### src/rtl/cpu_mem_loader_if.sv
// Boot-load stream and CPU memory bus between cpu_mem_loader and its neighbours.
// The slave side is the loader/memory; master drives bytes and CPU accesses.
interface cpu_mem_loader_if #(
  parameter int ADDR_W = 6,
  parameter int DATA_W = 8
);
  logic              ld_valid;
  logic [DATA_W-1:0] ld_data;
  logic              ld_last;
  logic              ld_ready;
  logic [ADDR_W-1:0] adr_bus;
  logic              rd_mem;
  logic              wr_mem;
  logic [DATA_W-1:0] d_out;
  logic [DATA_W-1:0] d_in;

  modport master (
    output ld_valid, ld_data, ld_last,
    output adr_bus, rd_mem, wr_mem, d_out,
    input  ld_ready, d_in
  );

  modport slave (
    input  ld_valid, ld_data, ld_last,
    input  adr_bus, rd_mem, wr_mem, d_out,
    output ld_ready, d_in
  );
endinterface

### src/rtl/cpu_mem_loader.sv
// Boot loader + 2^ADDR_W x DATA_W memory feeding the CPU bus.
// Optional MEM_WRITE_PROTECT_EN: RUN writes below load_cnt are dropped, wp_err flags.
module cpu_mem_loader #(
  parameter int ADDR_W   = 6,
  parameter int DATA_W   = 8,
  parameter int LOAD_LEN = 64
) (
  input  logic              clk,
  input  logic              reset,
  cpu_mem_loader_if.slave   bus,
  output logic              cpu_reset,
  output logic              run,
  output logic [ADDR_W:0]   load_cnt
`ifdef MEM_WRITE_PROTECT_EN
  ,
  output logic              wp_err
`endif
);

  localparam int DEPTH = 1 << ADDR_W;

  typedef enum logic [1:0] {
    S_LOAD,
    S_REL,
    S_RUN
  } state_e;

  state_e state_q, state_d;

  logic              ld_ready_q, ld_ready_d;
  logic [ADDR_W:0]   cnt_q, cnt_d;
  logic [DATA_W-1:0] d_in_q, d_in_d;
  logic [DATA_W-1:0] mem_q [DEPTH];

  logic              accept;
  logic              last_acc;
  logic              run_wr;
  logic              wr_ok;
  logic              we;
  logic [ADDR_W-1:0] waddr;
  logic [DATA_W-1:0] wdata;

  assign accept   = (state_q == S_LOAD) & bus.ld_valid & ld_ready_q;
  assign last_acc = accept &
    (bus.ld_last | (cnt_q == (ADDR_W+1)'(LOAD_LEN - 1)));
  assign run_wr   = (state_q == S_RUN) & bus.wr_mem;

`ifdef MEM_WRITE_PROTECT_EN
  logic wp_q, wp_d;
  assign wr_ok = {1'b0, bus.adr_bus} >= cnt_q;
  assign wp_d  = wp_q | (run_wr & ~wr_ok);

  always_ff @(posedge clk or negedge reset) begin
    if (!reset) wp_q <= 1'b0;
    else        wp_q <= wp_d;
  end

  assign wp_err = wp_q;
`else
  assign wr_ok = 1'b1;
`endif

  always_ff @(posedge clk or negedge reset) begin
    if (!reset) state_q <= S_LOAD;
    else        state_q <= state_d;
  end

  always_comb begin
    state_d = state_q;
    unique case (state_q)
      S_LOAD:  if (last_acc) state_d = S_REL;
      S_REL:   state_d = S_RUN;
      S_RUN:   state_d = S_RUN;
      default: state_d = S_LOAD;
    endcase
  end

  always_comb begin
    ld_ready_d = (state_d == S_LOAD);
    cnt_d      = cnt_q + {{ADDR_W{1'b0}}, accept};
    d_in_d     = d_in_q;
    we         = 1'b0;
    waddr      = cnt_q[ADDR_W-1:0];
    wdata      = bus.ld_data;
    if (accept) begin
      we = 1'b1;
    end else if (run_wr & wr_ok) begin
      we    = 1'b1;
      waddr = bus.adr_bus;
      wdata = bus.d_out;
    end
    // A simultaneous write takes the cycle; the read is dropped
    if ((state_q == S_RUN) & bus.rd_mem & ~bus.wr_mem)
      d_in_d = mem_q[bus.adr_bus];
  end

  always_ff @(posedge clk or negedge reset) begin
    if (!reset) begin
      ld_ready_q <= 1'b0;
      cnt_q      <= '0;
      d_in_q     <= '0;
    end else begin
      ld_ready_q <= ld_ready_d;
      cnt_q      <= cnt_d;
      d_in_q     <= d_in_d;
    end
  end

  always_ff @(posedge clk or negedge reset) begin
    if (!reset) begin
      for (int i = 0; i < DEPTH; i++) mem_q[i] <= '0;
    end else if (we) begin
      mem_q[waddr] <= wdata;
    end
  end

  assign bus.ld_ready = ld_ready_q;
  assign bus.d_in     = d_in_q;
  assign cpu_reset    = (state_q != S_RUN);
  assign run          = (state_q == S_RUN);
  assign load_cnt     = cnt_q;

endmodule

### src/flat_wrapper.sv
// flat-port wrapper written by rule: the top's interface ports become plain ports
module cpu_mem_loader_flat 
#(
  parameter int ADDR_W   = 6,
  parameter int DATA_W   = 8,
  parameter int LOAD_LEN = 64
)
  (clk, reset, cpu_reset, run, load_cnt, bus_ld_valid, bus_ld_data, bus_ld_last, bus_adr_bus, bus_rd_mem, bus_wr_mem, bus_d_out, bus_ld_ready, bus_d_in);
  cpu_mem_loader_if #(.ADDR_W(ADDR_W), .DATA_W(DATA_W)) bus_i ();
  input  logic clk;
  input  logic reset;
  output logic cpu_reset;
  output logic run;
  output logic [ADDR_W:0] load_cnt;
  input wire logic [$bits(bus_i.ld_valid)-1:0] bus_ld_valid;
  input wire logic [$bits(bus_i.ld_data)-1:0] bus_ld_data;
  input wire logic [$bits(bus_i.ld_last)-1:0] bus_ld_last;
  input wire logic [$bits(bus_i.adr_bus)-1:0] bus_adr_bus;
  input wire logic [$bits(bus_i.rd_mem)-1:0] bus_rd_mem;
  input wire logic [$bits(bus_i.wr_mem)-1:0] bus_wr_mem;
  input wire logic [$bits(bus_i.d_out)-1:0] bus_d_out;
  output wire logic [$bits(bus_i.ld_ready)-1:0] bus_ld_ready;
  output wire logic [$bits(bus_i.d_in)-1:0] bus_d_in;
  assign bus_i.ld_valid = bus_ld_valid;
  assign bus_i.ld_data = bus_ld_data;
  assign bus_i.ld_last = bus_ld_last;
  assign bus_i.adr_bus = bus_adr_bus;
  assign bus_i.rd_mem = bus_rd_mem;
  assign bus_i.wr_mem = bus_wr_mem;
  assign bus_i.d_out = bus_d_out;
  assign bus_ld_ready = bus_i.ld_ready;
  assign bus_d_in = bus_i.d_in;
  cpu_mem_loader #(.ADDR_W(ADDR_W), .DATA_W(DATA_W), .LOAD_LEN(LOAD_LEN)) u_core (.clk(clk), .reset(reset), .bus(bus_i), .cpu_reset(cpu_reset), .run(run), .load_cnt(load_cnt));
endmodule
### config.mk
export PLATFORM = sky130hd
export DESIGN_NAME = cpu_mem_loader_flat
export DESIGN_NICKNAME = d
export VERILOG_FILES = /design/src/rtl/cpu_mem_loader_if.sv /design/src/rtl/cpu_mem_loader.sv /design/src/flat_wrapper.sv
export SDC_FILE = /design/constraint.sdc
export NUM_CORES = 1
export LEC_CHECK = 0
export CORE_MARGIN = 2
export CORE_UTILIZATION = 46
export DETAILED_ROUTE_END_ITERATION = 6
export GPL_TIMING_DRIVEN = 0
export PLACE_DENSITY = 0.65
export REMOVE_ABC_BUFFERS = 1
export SETUP_SLACK_MARGIN = 0.4
export SKIP_LAST_GASP = 1
export SLEW_MARGIN = 5
export SYNTH_ARGS = -nofsm -noshare
export SYNTH_HDL_FRONTEND = slang
export SYNTH_SLANG_ARGS = --single-unit
### constraint.sdc
create_clock -name clk -period 6.2 [get_ports clk]
set_input_delay 0.62 -clock clk [delete_from_list [all_inputs] [get_ports clk]]
set_output_delay 0.62 -clock clk [all_outputs]
set_load 0.02 [all_outputs]
======== Yosys cells after proc, flatten, opt, wreduce, memory -nomap -nowiden ========
Index checks and enable logic that the tools add are counted.
word-level totals
  bits in registers ....................... 530
  input bits .............................. 28
  output and inout bits ................... 18
  word-level logic and storage cells ...... 104
operators by class
  add/subtract/negate cells ............... 1
  $lt $le $gt $ge ......................... 3
  equal/unequal tests ..................... 4
  mux-type cells .......................... 14
  bitwise gates (word level) .............. 10
  reductions and logical operators ........ 4
operators by type and width
  operator                                             count
  bitwise mux 512 bit                                  1
  binary-select mux 8 bit (select 6 bit)               1
  demux 8 bit (select 6 bit)                           1
  two-way mux 8 bit                                    5
  >= comparator 7 bit (second input constant)          2
  inverter 6 -> 7 bit                                  2
  two-way mux 6 bit                                    2
  adder 7 x 1 -> 7 bit                                 1
  == test 7 x 6 -> 1 bit (second input constant)       1
  < comparator 7 x 1 -> 1 bit (second input constant)  1
  AND 1 bit                                            6
  logical NOT 2 bit                                    2
  case mux 2 bit (2 select lines)                      1
  == test 2 x 1 -> 1 bit (second input constant)       1
  == test 2 bit (second input constant)                1
  two-way mux 1 bit                                    2
  two-way mux 2 bit                                    1
  != test 2 bit (second input constant)                1
  OR reduction 2 bit                                   1
  logical AND 1 bit                                    1
  inverter 1 bit                                       1
  OR 1 bit                                             1

======== Depth between registers and ports, before layout ========
  depth after elaboration ................. 10
  depth in mapped cells ................... 10
  depth with buffers taken out ............ 8

======== Worst setup path after synthesis ========
Ideal clock, no wire load.
  path type ............................... register to register
  from .................................... reg u_core.state_q[0]
  to ...................................... reg u_core.mem_q[144] in the netlist's numbering
  data arrival time ....................... 2.374 ns
  path slack .............................. 3.701 ns
  cell stages (with the launch flop) ...... 11
  path buffers ............................ 3
  path through ............................ dfrtp_1 > inv_1 > ha_1 > and3_4 > buf_2 > buf_2 > ha_1 > a21oi_1 > buf_2 > nor2_2 > mux2_2
on the way
  word-level cells in the longest chain between the ends .. 10
ends and longest elaborated chain
  element                                                                                          RTL line                                    source
  start, declared                                                                                  cpu_mem_loader.sv:28                        state_e state_q, state_d;
  start signal, assigned                                                                           cpu_mem_loader.sv:65                        else state_q <= state_d;
  == test 2 bit / logical NOT 2 bit (equally long branches)                                        cpu_mem_loader.sv:46, cpu_mem_loader.sv:43
  AND 1 bit (on tied branches)                                                                     cpu_mem_loader.sv:46, cpu_mem_loader.sv:43
  two-way mux 6 bit / AND 1 bit (equally long branches)                                            cpu_mem_loader.sv:87, cpu_mem_loader.sv:43
  two-way mux 6 bit                                                                                cpu_mem_loader.sv:85                        if (accept) begin
  inverter 6 -> 7 bit (not written as such)                                                        cpu_mem_loader.sv:113                       mem_q[waddr] <= wdata;
  >= comparator 7 bit (not written as such) / < comparator 7 x 1 -> 1 bit (equally long branches)  cpu_mem_loader.sv:113
  logical AND 1 bit (not written as such)                                                          cpu_mem_loader.sv:113
  two-way mux 8 bit (not written as such)                                                          cpu_mem_loader.sv:113
  demux 8 bit (select 6 bit)                                                                       cpu_mem_loader.sv:113
  bitwise mux 512 bit                                                                              cpu_mem_loader.sv:113
  end signal, assigned by index                                                                    cpu_mem_loader.sv:113
  end, declared                                                                                    cpu_mem_loader.sv:33                        logic [DATA_W-1:0] mem_q [DEPTH];
Parallel ways exist; a longest one is shown, timed or not.
A chain may end at the register's enable or synchronous reset.

======== Worst setup path in the final report ========
  from .................................... reg u_core.state_q[0]
  to ...................................... reg u_core.mem_q[506] in the netlist's numbering
Same word-level chain as after synthesis.

==> results.md <==
- Grt ovf: 0
- Crit Reg-Reg Endpoint: u_core.mem_q[506]$_DFFE_PN0P_
- Boundary pin count: 46
- Number of synthesized flops with an enable pin: 0
- I/O Buffers: 45
- HPWL after detailed placement: 37610 um
- Worst Setup EP: u_core.mem_q[506]$_DFFE_PN0P_
- MaxCap Viol Count: 0
- Crit-path max FO: 22
- CTS tree: yes
- Post-route ant nets: 0
- Crit. End Element: register
- FF/Latch Area: 13260 um2
- Leak pwr: 0.01321 uW
- Most used routing layer: met2
- Yosys cell types: 44
- RR Startpoint: u_core.state_q[0]$_DFF_PN0_
- Die area: 56280 um2
- Slew headroom: 15.92%
- Startpoint type of the worst setup path: register
- Fin area: 28030 um2
- Core area: 53810 um2
- DR DRC count: 0
- H-tree levels: 2
- FF-to-FF path depth: 8
- Leading cell types by total area after synthesis: dfrtp_1, mux2_2, mux2i_1
- Ys Warns: 0
- First-pass GRT wire length: 93290 um
- Mapped Avg Cell Area: 14.57 um2
- Register area share after synthesis: 53.00%
- CP Depth: 8
- Max frequency: 226.9 MHz
- Setup bufs post-CTS: 0
- Fin crit period: 4.407 ns
- VDD IR max: 0.2169 mV
- Worst path slowest cell: o32ai_4
- Worst min-delay path class: primary input to async pin
- Top cell by count, worst path: nand2_1
- DR iter-0 viols: 966
- Final GP Congestion: 0.8400
- Clk buf depth: 3
- Cts repair resizes: 0
- Slew @ Worst Pin: 1.261 ns
- Routed vias/inst: 5.992
- Multi-input gate area: 11210 um2
- Wire per inst: 24.42 um
- Area Overhead vs Synth: 12.01%
- Yosys top cell area share: 53.00%
- Die Y: 237.2 um
- Final Skew: 0.008468 ns
- Initial Util: 46.50%
- Final hold vios: 0
- Period Utilization, post-route: 71.08%
- FF+latch count, synth: 530
- CTS Buf Count: 55
- Gr usage total: 21.65%
- Most used flip-flop cell after synthesis: dfrtp_1
- Power density cells: 293.9 nW/um2
- Arrival time at the worst endpoint: 4.88 ns
- Die width: 237.2 um
- Cell Chain, Critical Path: inv_1 > ha_1 > nand2_1 > or2_2 > buf_12 > o32ai_4 > nand2_1 > mux2_2
- # fillers: 4565
- Worst-Skew Late Latency: 0.59 ns
- Tot Pwr: 8239 uW
- Clock Sinks: 530
- # setup viols final: 0
- M1 GR Usage: 30.75%
- Async S/R FF share, synth: 100.0%
- Unrepaired setup endpoints after global routing: false
- Largest net degree at the start of global routing: 123
- Status: completed
- Clock transition at path regs: 0.06 ns
- Synth Instances: 1718
- Area leader, netlist: dfrtp_1
- Via count: 14621
- Commonest cells after routing, fill and taps aside: dfrtp_1, mux2_2, mux2i_1
- Slew Viols, Final: 0
- WS Path Type: register to register
- Diode count: 0
- R2r setup slk: 1.79 ns
- Crit path required time: 6.68 ns
- Total wire length: 59590 um
- CTS root buf: clkbuf_16
- Layout cells sized above 1: 43.52%
- # hold bufs at CTS: 0
- # rows: 85
- Area after DPL: 26160 um2
- Nets: 1735
- Met3 usage: 3.414%
- Mapped Area: 25020 um2
- Setup_tns: 0 ns
- Grt met2 use: 34.44%
- Initial antenna violation count: 1
- Crit. Startpoint: u_core.state_q[0]$_DFF_PN0_
- Drt pass-1 iters: 5
- CP top delay family: simple AND/OR/NAND/NOR gates
- Number of global-route vias before repair: 15461
- Largest stage delay, worst path: 0.91 ns
- Buf/Inv on CP: 2
- Commonest non-fill, non-tap cell in the layout: dfrtp_1
-- kinds of logic after synthesis --
kind of cell               synth area share (%)
muxes                                     35.64
DFF                                       53.00
and+or+nand+nor                           3.540
buffers and inverters                     2.450
AOI/OAI and AO/OA                         4.990
xor gates and xnor gates                 0.1750
adders and majority gates                0.2000
-- metrics by stage --
stage,hold slack (ns),std cells,util (%),worst slack (ns)
floorplan,0.3244,1585,-,2.546
global placement,0.4690,2326,47.86,-18.15
detailed placement,0.4807,2342,48.61,1.593
CTS,0.08947,2440,52.03,1.827
global route,0.1238,2440,52.09,1.549
finish,0.07662,2440,52.09,1.793
-- how the worst min path moves through the flow --
stage | slack [ns] | from | endpoint
final | 0.08 | reset | u_core.mem_q[244]$_DFFE_PN0P_
after global routing | 0.12 | reset | u_core.mem_q[252]$_DFFE_PN0P_
after CTS | 0.09 | reset | u_core.mem_q[252]$_DFFE_PN0P_
after detailed placement | 0.48 | u_core.mem_q[68]$_DFFE_PN0P_ | u_core.mem_q[68]$_DFFE_PN0P_
after global placement | 0.47 | u_core.mem_q[85]$_DFFE_PN0P_ | u_core.mem_q[85]$_DFFE_PN0P_
after floorplan | 0.32 | reset | u_core.bus.d_in[0]$_DFFE_PN0P_
-- where the power goes --
| part | total, uW | internal, uW | leakage [uW] | switching [uW] |
|---|---|---|---|---|
| combinational | 957 | 473 | 0.00514 | 484 |
| sequential | 3940 | 3780 | 0.00716 | 163 |
| clock | 3340 | 2000 | 0.000907 | 1340 |
-- Yosys cell counts, drive strengths merged, types with 2 or more instances --
master,count
dfrtp,530
mux2,521
mux2i,161
clkbuf,83
a22oi,64
mux4,64
buf,50
nand2,45
nand3,33
nor2,29
o31ai,17
a22o,16
o211ai,11
nand4,10
nor2b,9
o31a,9
a221o,8
nor3,8
and2,7
inv,6
nand2b,6
ha,4
nor4,4
o2111ai,4
or2,3
xnor2,3
a21oi,2
nand4b,2
o21bai,2
o32ai,2
xor2,2
-- layer usage --
| metal | wire length (um) | up-vias | part of all wire [%] |
|---|---|---|---|
| met1 | 27080 | 7860 | 45 |
| met3 | 2839 | 91 | 4.8 |
| met5 | 0 | - | 0 |
| met2 | 28150 | 295 | 47 |
| met4 | 1524 | 0 | 2.6 |
| li1 | - | 6375 | - |
-- final cells by class --
cell class	count	share of cell area, %
clock buffers	88	6.111
clock inverters	10	0.4553
inverters	6	0.08035
multi-input cells	1049	40.00
flip-flops and latches	530	47.32
well taps	696	3.107
repair buffers	61	2.928
-- flip-flops by register name, indices dropped and copies added, names as in the netlist --
register	flops
u_core.bus.d_in	8
u_core.bus.ld_ready	1
u_core.load_cnt	7
u_core.mem_q	512
u_core.state_q	2
Note: power is estimated with default switching activity, not from simulation.
